[src/rtl/hit_judge.sv]
// hit_judge: single-lane timing judge turning button presses against note windows into hit/miss/perfect pulses
module hit_judge #(
  parameter int HALF_WIN   = 8,
  parameter int PERF_HALF  = 2,
  parameter int STRAY_MISS = 1,
  parameter int CNT_W      = 5
) (
  input  logic i_Clk,
  input  logic i_Rst,
  input  logic i_En,
  input  logic i_Tick,
  input  logic i_Note,
  input  logic i_Btn,
  output logic o_Hit,
  output logic o_Miss,
  output logic o_Perfect,
  output logic o_Open
);
  typedef enum logic {IDLE, OPEN} state_t;
  localparam logic [CNT_W-1:0] LAST = CNT_W'(2 * HALF_WIN);
  localparam logic [CNT_W-1:0] P_LO = CNT_W'(HALF_WIN - PERF_HALF);
  localparam logic [CNT_W-1:0] P_HI = CNT_W'(HALF_WIN + PERF_HALF);
  state_t state_q, state_d;
  logic [CNT_W-1:0] cnt_q, cnt_d;
  logic [2:0] sync_q, sync_d;
  logic hit_q, hit_d, miss_q, miss_d, perf_q, perf_d;
  logic press;
  assign press = sync_q[1] & ~sync_q[2];
  assign o_Hit = hit_q;
  assign o_Miss = miss_q;
  assign o_Perfect = perf_q;
  assign o_Open = state_q == OPEN;
  // The synchronizer runs regardless of i_En so a press edge seen while disabled is simply dropped.
  always_comb begin
    sync_d = {sync_q[1:0], i_Btn};
    state_d = state_q;
    cnt_d = cnt_q;
    hit_d = 1'b0;
    miss_d = 1'b0;
    perf_d = 1'b0;
    if (!i_En) begin
      state_d = IDLE;
      cnt_d = '0;
    end else if (state_q == IDLE) begin
      miss_d = press && (STRAY_MISS != 0);
      if (i_Note) begin
        state_d = OPEN;
        cnt_d = '0;
      end
    end else if (press) begin
      hit_d = 1'b1;
      perf_d = cnt_q >= P_LO && cnt_q <= P_HI;
      state_d = i_Note ? OPEN : IDLE;
      cnt_d = '0;
    end else if (i_Note) begin
      miss_d = 1'b1;
      cnt_d = '0;
    end else if (i_Tick && cnt_q == LAST) begin
      miss_d = 1'b1;
      state_d = IDLE;
      cnt_d = '0;
    end else if (i_Tick) begin
      cnt_d = cnt_q + 1'b1;
    end
  end
  always_ff @(posedge i_Clk or posedge i_Rst) begin
    if (i_Rst) begin
      state_q <= IDLE;
      cnt_q <= '0;
      sync_q <= '0;
      hit_q <= 1'b0;
      miss_q <= 1'b0;
      perf_q <= 1'b0;
    end else begin
      state_q <= state_d;
      cnt_q <= cnt_d;
      sync_q <= sync_d;
      hit_q <= hit_d;
      miss_q <= miss_d;
      perf_q <= perf_d;
    end
  end
endmodule

[config.mk]
export PLATFORM = sky130hd
export DESIGN_NAME = hit_judge
export DESIGN_NICKNAME = d
export VERILOG_FILES = /design/src/rtl/hit_judge.sv
export SDC_FILE = /design/constraint.sdc
export NUM_CORES = 1
export LEC_CHECK = 0
export BUFFER_PORTS_ARGS = -buffer_cell sky130_fd_sc_hd__buf_2
export CAP_MARGIN = 20
export CORE_AREA = 2 2 39 41
export DETAILED_ROUTE_END_ITERATION = 16
export DIE_AREA = 0 0 41 43
export HOLD_SLACK_MARGIN = 0.1
export MAX_ROUTING_LAYER = met4
export PLACE_DENSITY = 0.67
export SKIP_LAST_GASP = 1
export SYNTH_ARGS = -nofsm -noshare
export SYNTH_HDL_FRONTEND = slang
export SYNTH_SLANG_ARGS = --single-unit
[constraint.sdc]
create_clock -name i_Clk -period 3.3 [get_ports i_Clk]
set_clock_uncertainty 0.15 [all_clocks]
set_input_delay 0.33 -clock i_Clk [delete_from_list [all_inputs] [get_ports i_Clk]]
set_output_delay 0.33 -clock i_Clk [all_outputs]
set_load 0.1 [all_outputs]
==> results of run 1 <==
[metrics by stage]
stage          hold slack, ns  area (um2)  total power, uW  instances
6_report               0.1622       715.7            280.0         87
5_1_grt                0.1625       715.7            295.0         87
4_1_cts                0.1558       715.7            285.1         87
3_5_place_dp           0.1885       673.1            195.1         82
3_3_place_gp           0.1936       673.1            194.6         82
2_1_floorplan         0.04470       608.1            185.9         57
[state kept, by name (all words and copies together), names as in the netlist]
signal / cells
cnt_q: 5
o_Open: 1
o_Perfect: 1
o_Miss: 1
sync_q: 3
o_Hit: 1
[final timing paths]
path	cells after the start	endpoint	slack (ns)	startpoint
setup / recovery	1	o_Open	1.62	o_Open$_DFF_PP0_
hold / removal	2	o_Open$_DFF_PP0_	0.16	i_Note
setup reg to reg	5	cnt_q[4]$_DFFE_PP0P_	1.81	cnt_q[0]$_DFFE_PP0P_
hold reg to reg	0	sync_q[1]$_DFF_PP0_	0.20	sync_q[0]$_DFF_PP0_
max in group asynchronous	3	cnt_q[1]$_DFFE_PP0P_	2.23	i_Rst
min in group asynchronous	3	sync_q[2]$_DFF_PP0_	0.46	i_Rst
[Yosys cell counts (all sizes together)]
master,count
a211oi,1
a21oi,2
a32o,1
and2b,1
and3,3
and4b,1
dfrtp,12
ha,3
inv,6
mux2i,1
nand2,3
nand2b,3
nand3,3
nand4b,1
nor2,5
nor2b,1
nor4,1
o211ai,1
o21a,2
o21ai,3
o2bb2ai,2
o31ai,1
[per-layer routing]
metal / global-route usage [%] / up-vias / part of all wire [%]
met4: 14.00 / 0 / 1.5
met2: 20.31 / 12 / 48
met5: - / - / 0
li1: - / 231 / -
met3: 3.141 / 2 / 3.7
met1: 19.39 / 231 / 47
[area by class of cell]
type | count | area share (%)
clock buffers | 3 | 3.147
well taps | 16 | 2.797
flip-flops and latches | 12 | 41.96
repair buffers | 11 | 9.091
multi-input cells | 39 | 39.86
inverters | 6 | 3.147
[cells by family after synthesis]
| family | after synthesis |
|---|---|
| compound gates | 13 |
| fa+ha+maj | 3 |
| buf+inv | 6 |
| flops | 12 |
| mux | 1 |
| simple gates | 22 |
[power by group through the flow]
stage                     registers, uW  clock network [uW]  logic, uW
after floorplan                     169                   0       16.5
after global placement              157                   0       37.8
after detailed placement            157                   0       38.1
after CTS                           154                91.1       40.1
after global routing                155                97.2       43.3
final                               154                86.5       39.6
==> results.md, run 1 <==
- Slew @ Worst Pin: 0.4845 ns
- Final core utilization: 51.72%
- TritonCTS buffer count: 3
- Core Area: 1384 um2
- Storage cell area: 300.3 um2
- # fillers: 130
- Routed vias/inst: 5.471
- DP Worst Slack: 1.825 ns
- Slew margin rel.: 67.92%
- # DRC: 0
- Path type of the worst min-delay path: in2reg
- Port Buffers: 9
- Reg clk slew, reported paths: 0.07 ns
- Die H: 43 um
- Compound-cell area share of the yosys netlist: 17.08%
- Most frequent cells in the layout: 12 x dfrtp_1, 9 x buf_2, 5 x inv_1, 5 x nor2_1
- Vias in the first global route: 433
- Synth Area per Inst: 10.67 um2
- Final Net Count: 82
- Largest net degree at the start of global routing: 13
- Max-cap violations: 0
- Initial Util: 43.94%
- Post-CTS setup buffers: 0
- TritonCTS clock tree: built
- Synth top area cells: dfrtp_1 49%, ha_1 6.2%, o211ai_4 3.5%
- CP max FO: 8
- Layout cells sized above 1: 26.76%
- RSZ-0062 raised after global routing: false
- Simple-Gate Fraction of Synth Area: 22.02%
- Maximum clock insertion buffer count: 2
- Critical path launch point type: register
- RePlAce Congestion: 0.7781
- Die X: 41 um
- NetSw: 75.32 uW
- P_leak: 0.0003497 uW
- Dpl hpwl: 769.5 um
- Global-route wire length before repair: 1.711 mm
- Xor/xnor share of the synthesized area: 0%
- Drt first-iter violations: 6
- #FFs+latches synth: 12
- Period utilization: 50.86%
- WS Path Type: reg2out
- H-tree levels: 1
- Root Buffer: clkbuf_4
- Max Clk Rate: 0.5958 GHz
- Final setup violation count: 0
- Cells after Synth: 57
- Rows: 14
- Final WS setup: 1.622 ns
- Max-slew violations: 0
- Synth cell types: 27
- Remaining antenna violation count: 0
- Initial antenna violation count: 0
- DIE AREA: 1763 um2
- PostCTS Resize Cnt: 0
- Crit path max-delay cell type: buf_2
- WL/cell: 11.76 um
- CP Data Arrival Time: 1.20 ns
- Maximum vdd drop: 0.2068 mV
- # IOs: 10
- WP buf/inv: 1
- GR Overflow Total: 0
- Area of the multi-input gates: 285.3 um2
- Total Wirelength: 1.023 mm
- Area grow syn2layout: 17.70%
- CP Cell Sequence: buf_2
- Largest family of logic cells by synthesized area: simple AND/OR/NAND/NOR gates
- Via count: 476
- Post-Synth Adder-Cell Area: 6.173%
- Sequential share of the synthesized area: 49.38%
- Commonest non-fill, non-tap cell in the layout: dfrtp_1
- ANT cells: 0
- Worst path required time: 2.82 ns
- Sw Share: 26.90%
- Clk_lat worst skew: 0.26 ns
- Status: finished clean
- Power density over the cells: 391.3 nW/um2
- Part of the power in the clock network: 30.9%
- Setup TNS: 0 ns
- Sequential power share: 55.0%
- Internal power: 204.7 uW
- Post-CTS Hold Buffers: 2
- Combinational Power Share: 14.1%
- Clk sinks: 12
- Final worst path period need: 1.678 ns
- Gr usage total: 15.60%
- Yosys warns: 0
- Syn Nets: 66
- First-pass DRT Iterations: 4
- Largest area contributor in the synthesized netlist: dfrtp_1
- CP top delay family: buffers and inverters
- Worst stage delay on the critical path: 0.47 ns
- Final hold vios: 0
- Top cell type's share of synthesized area: 49.38%
- Syn Std Cell Area: 608.1 um2
- Post-synthesis mux area share: 1.646%
- Worst setup EP type: output port
Note: power is estimated with default switching activity, not from simulation.
==> inputs of run 2 (changes only) <==
ABC_AREA = 1   (was unset)
CORE_AREA = unset   (was 2 2 39 41)
CORE_UTILIZATION = 50   (was unset)
DIE_AREA = unset   (was 0 0 41 43)
PLACE_DENSITY = 0.71   (was 0.67)
clock period = 1.7 ns   (was 3.3 ns; I/O delays follow)
==> results.md, run 2 <==
- Status: finished clean
- Max FFs per register: 5
- # DRC: 0
- Synth top area cells: dfrtp_1 45%, nand2_1 9.5%, ha_1 5.6%
- Yosys warns: 0
- Slew margin rel.: 67.92%
- #FFs+latches synth: 12
- Initial Util: 57.16%
- Cell Count, Final, Fillers Out: 112
- Final core utilization: 68.27%
- Crit Reg-Reg Endpoint: cnt_q[3]$_DFFE_PP0P_
- Dpl hpwl: 890.1 um
- # fillers: 94
- Root Buffer: clkbuf_4
- Worst stage delay on the critical path: 0.44 ns
- Area grow syn2layout: 19.44%
- Total Wirelength: 1.174 mm
- P_leak: 0.0004123 uW
- Reg2reg path depth: 7
- Gr usage total: 20.17%
- Max-cap violations: 0
- WP buf/inv: 1
- CP Cell Sequence: buf_2
- Final setup violation count: 0
- Drt first-iter violations: 31
- Reg-to-Reg Start: cnt_q[0]$_DFFE_PP0P_
- Synth Area per Inst: 8.163 um2
- Worst setup EP type: output port
- Die X: 38.59 um
- Sequential share of the synthesized area: 44.86%
- Slew @ Worst Pin: 0.4846 ns
- Post-CTS Hold Buffers: 3
- Via count: 532
- Post-synth EDFFs: 0
- Final worst path period need: 1.430 ns
- CP max FO: 5
- Fraction of registers with async set/reset: 100.0%
- Cells after Synth: 82
- Clk sinks: 12
- Worst path required time: 1.38 ns
- RePlAce Congestion: 0.8701
- Top cell type's share of synthesized area: 44.86%
- Synth cell types: 18
- Maximum vdd drop: 0.4398 mV
- Total power draw: 623.2 uW
- Vias in the first global route: 468
- Main synth FF type: dfrtp_1
- Largest net degree at the start of global routing: 13
- RSZ-0062 raised after global routing: false
- Critical path launch point type: register
- Remaining antenna violation count: 0
- Largest area contributor in the synthesized netlist: dfrtp_1
- DIE AREA: 1489 um2
- Initial antenna violation count: 0
- Hold wc startpoint: i_Note
- Final Net Count: 108
- Most common cell in the synthesized netlist: nand2_1
- Layout cells sized above 1: 31.63%
- Setup TNS: 0 ns
- Commonest non-fill, non-tap cell in the layout: nand2_1
- WL/cell: 10.48 um
- Final hold vios: 0
- Crit path max-delay cell type: buf_2
- Max Clk Rate: 0.6994 GHz
- Rows: 12
- Stages on worst setup path: 1
- Power density over the cells: 779.4 nW/um2
- Routed vias/inst: 4.750
- Syn Std Cell Area: 669.4 um2
- Reg2Reg Setup Slack: 0.35 ns
- Clk_lat worst skew: 0.27 ns
- Path type of the worst min-delay path: in2reg
- Global-route wire length before repair: 1.966 mm
- WS Path Type: reg2out
- # IOs: 10
- H-tree levels: 1
- Die H: 38.59 um
- Core Area: 1171 um2
- Largest registers: cnt_q (5), sync_q (3)
- WHS Endpoint: cnt_q[0]$_DFFE_PP0P_
- Reg clk slew, reported paths: 0.08 ns
- Period utilization: 84.11%
- First-pass DRT Iterations: 4
- TritonCTS buffer count: 3
- CP Data Arrival Time: 1.11 ns
- PostCTS Resize Cnt: 0
- Max-slew violations: 0
- TritonCTS clock tree: built
- Top cells by count, synth: 17 x nand2_1, 12 x dfrtp_1, 10 x inv_1
- Post-CTS setup buffers: 0
- CP top delay family: buffers and inverters
- ANT cells: 0
- Maximum clock insertion buffer count: 2
- Syn Nets: 91
- Reg with most FFs: cnt_q
- Port Buffers: 9
- Most frequent cells in the layout: 17 x nand2_1, 11 x dfrtp_1, 10 x inv_1
- Hold depth: 4
- Inst Count DP: 105
- GR Overflow Total: 0
[run 2: worst max path at each step]
| stage | start | endpoint | slack, ns |
|---|---|---|---|
| 2_1_floorplan | o_Open$_DFF_PP0_ | cnt_q[2]$_DFFE_PP0P_ | 0.23 |
| 3_3_place_gp | cnt_q[0]$_DFFE_PP0P_ | cnt_q[2]$_DFFE_PP0P_ | 0.36 |
| 3_5_place_dp | cnt_q[0]$_DFFE_PP0P_ | cnt_q[3]$_DFFE_PP0P_ | 0.37 |
| 4_1_cts | o_Open$_DFF_PP0_ | o_Open | 0.27 |
| 5_1_grt | o_Open$_DFF_PP0_ | o_Open | 0.23 |
| 6_report | o_Open$_DFF_PP0_ | o_Open | 0.27 |
[run 2: where the power goes]
part           leakage [uW]  internal, uW  switching, uW
combinational      0.000234          25.5           70.4
sequential         0.000157           294           7.44
clock             0.0000210           130           95.5
[run 2: final cells by class]
type	instances	area [um2]	area share (%)
timing repair buffer	12	75.07	9.390
multi-input combinational	56	316.6	39.59
clock buffer	4	36.28	4.538
sequential	12	301.5	37.72
inverter	14	52.55	6.573
tap	14	17.52	2.191
[run 2: through the flow]
step / worst slack (ns) / hold WS [ns] / cell area [um2]
CTS: 0.2678 / 0.1067 / 799.5
floorplan: 0.2329 / -0.1154 / 670.6
global route: 0.2334 / 0.1421 / 799.5
detailed placement: 0.3676 / 0.05654 / 733.2
finish: 0.2702 / 0.1054 / 799.5
global placement: 0.3603 / 0.04326 / 733.2
[run 2: cell families after synthesis]
group / count (synthesis) / synth area share, %
buffers and inverters: 14 / 7.850
flip-flops: 12 / 44.86
adder cells (fa/ha/maj): 3 / 5.608
AND/OR/NAND/NOR: 47 / 37.19
AO/OA/AOI/OAI: 6 / 4.486
[run 2: per-layer routing]
metal / vias to the layer above / global-route usage, % / wire (um)
li1: 285 / - / -
met1: 233 / 28.10 / 623
met2: 11 / 27.92 / 511
met3: 3 / 3.468 / 25
met4: 0 / 10.34 / 14
met5: - / - / 0
==> inputs of run 3 (changes only) <==
clock period = 1.5 ns   (was 1.7 ns; I/O delays follow)
==> results.md, run 3 (synthesized netlist as in run 2, its figures left out) <==
- Worst hold slack: 0.1524 ns
- Final worst path period need: 1.434 ns
- Reg with most FFs: cnt_q
- Power density over the cells: 885.7 nW/um2
- Grt met2 use: 30.42%
- DIE AREA: 1489 um2
- Clk sinks: 12
- H-tree levels: 1
- Core Area: 1171 um2
- # DRC: 0
- Crit path max-delay cell type: buf_2
- Drt first-iter violations: 14
- Maximum clock insertion buffer count: 2
- Largest net degree at the start of global routing: 13
- RePlAce Congestion: 0.8704
- Internal power: 511.9 uW
- Combinational Power Share: 15.5%
- Sequential power share: 47.8%
- Max-cap violations: 0
- Layout cells sized above 1: 31.31%
- Rows: 12
- Maximum vdd drop: 0.5372 mV
- Total Wirelength: 1.268 mm
- Final hold vios: 0
- Root Buffer: clkbuf_4
- Initial antenna violation count: 0
- Worst path required time: 1.20 ns
- Post-CTS setup buffers: 0
- Global-route wire length before repair: 2.083 mm
- Most frequent cells in the layout: 17 x nand2_1, 11 x dfrtp_1, 10 x inv_1
- WHS Endpoint: cnt_q[0]$_DFFE_PP0P_
- Area grow syn2layout: 20.93%
- WP buf/inv: 1
- Met1 usage: 28.47%
- GR Util met3: 5.202%
- Routed vias/inst: 5.009
- WL/cell: 11.22 um
- Critical path launch point type: register
- Path type of the worst min-delay path: in2reg
- Largest registers: cnt_q (5), sync_q (3)
- TritonCTS clock tree: built
- Final Net Count: 109
- # IOs: 10
- Max-slew violations: 0
- Max Clk Rate: 0.6972 GHz
- CP Data Arrival Time: 1.13 ns
- First-pass DRT Iterations: 4
- Initial Util: 57.16%
- Hold depth: 6
- Setup TNS: 0 ns
- Reg2Reg Setup Slack: 0.15 ns
- Clk_lat worst skew: 0.28 ns
- Hold wc startpoint: i_Tick
- NetSw: 205.1 uW
- Reg-to-Reg Start: cnt_q[0]$_DFFE_PP0P_
- # fillers: 83
- Dpl hpwl: 888.3 um
- Storage cell area: 301.5 um2
- Commonest non-fill, non-tap cell in the layout: nand2_1
- Via count: 566
- Area of the multi-input gates: 316.6 um2
- Finished Cell Area: 809.5 um2
- Part of the power in the clock network: 36.7%
- Slew margin rel.: 67.93%
- Total power draw: 717.0 uW
- Cell Count, Final, Fillers Out: 113
- Slew @ Worst Pin: 0.4844 ns
- Post-Place Cell Area: 733.2 um2
- Die X: 38.59 um
- CP top delay family: buffers and inverters
- TritonCTS buffer count: 3
- GR Overflow Total: 0
- Sw Share: 28.61%
- P_leak: 0.0004164 uW
- Crit Reg-Reg Endpoint: cnt_q[3]$_DFFE_PP0P_
- Remaining antenna violation count: 0
- Period utilization: 95.62%
- Final setup violation count: 0
- RSZ-0062 raised after global routing: false
- CP max FO: 5
- Inst Count DP: 105
- CP Cell Sequence: buf_2
- Max FFs per register: 5
- Busiest metal layer after global routing: met2
- WS Path Type: reg2out
- Reg clk slew, reported paths: 0.08 ns
- Port Buffers: 9
- Reg2reg path depth: 7
- ANT cells: 0
- Gr usage total: 21.79%
- Die H: 38.59 um
- Status: finished clean
- Vias in the first global route: 482
- Worst setup EP type: output port
- Worst stage delay on the critical path: 0.44 ns
run 3: routing by layer:
| layer | vias to the layer above | routed length [um] |
|---|---|---|
| met2 | 17 | 548 |
| li1 | 289 | - |
| met5 | - | 0 |
| met3 | 5 | 60 |
| met1 | 255 | 624 |
| met4 | 0 | 34 |
run 3: stage by stage:
step / utilization [%] / setup WS, ns
5_1_grt: 69.12 / 0.03179
4_1_cts: 69.12 / 0.07576
6_report: 69.12 / 0.06576
2_1_floorplan: - / 0.03289
3_5_place_dp: 62.61 / 0.1670
3_3_place_gp: 62.61 / 0.1604
run 3: worst max-delay path by stage:
stage / startpoint / to / slack [ns] / cells past startpoint
finish: o_Open$_DFF_PP0_ / o_Open / 0.07 / 1
global route: cnt_q[0]$_DFFE_PP0P_ / o_Miss$_DFF_PP0_ / 0.03 / 6
CTS: o_Open$_DFF_PP0_ / o_Open / 0.08 / 1
detailed placement: cnt_q[0]$_DFFE_PP0P_ / cnt_q[3]$_DFFE_PP0P_ / 0.17 / 7
global placement: cnt_q[0]$_DFFE_PP0P_ / cnt_q[2]$_DFFE_PP0P_ / 0.16 / 7
floorplan: o_Open$_DFF_PP0_ / cnt_q[2]$_DFFE_PP0P_ / 0.03 / 6
run 3: what timing repair did:
item / CTS / global route
gates resized for setup: 0 / 0
hold endpoints to repair: 18 / 0
hold buffers: 4 / 0
run 3: power by group through the flow:
| stage | Clock, uW | Combinational, uW | Sequential (uW) |
|---|---|---|---|
| floorplan | 0 | 46.1 | 380 |
| global placement | 0 | 103 | 348 |
| detailed placement | 0 | 103 | 349 |
| CTS | 263 | 111 | 342 |
| global route | 279 | 121 | 344 |
| finish | 263 | 111 | 342 |
run 3: tightest hold or removal path: stages:
cell and delay (ns):
buf_2 0.11, inv_1 0.04, nand2_1 0.05, nand2_1 0.07, nand3_1 0.07, o21ai_1 0.06
run 3: layout make-up:
type	instances	area share (%)
multi-input cells	56	39.10
flip-flops and latches	12	37.25
repair buffers	13	10.51
inverters	14	6.492
clock buffers	4	4.482
well taps	14	2.164
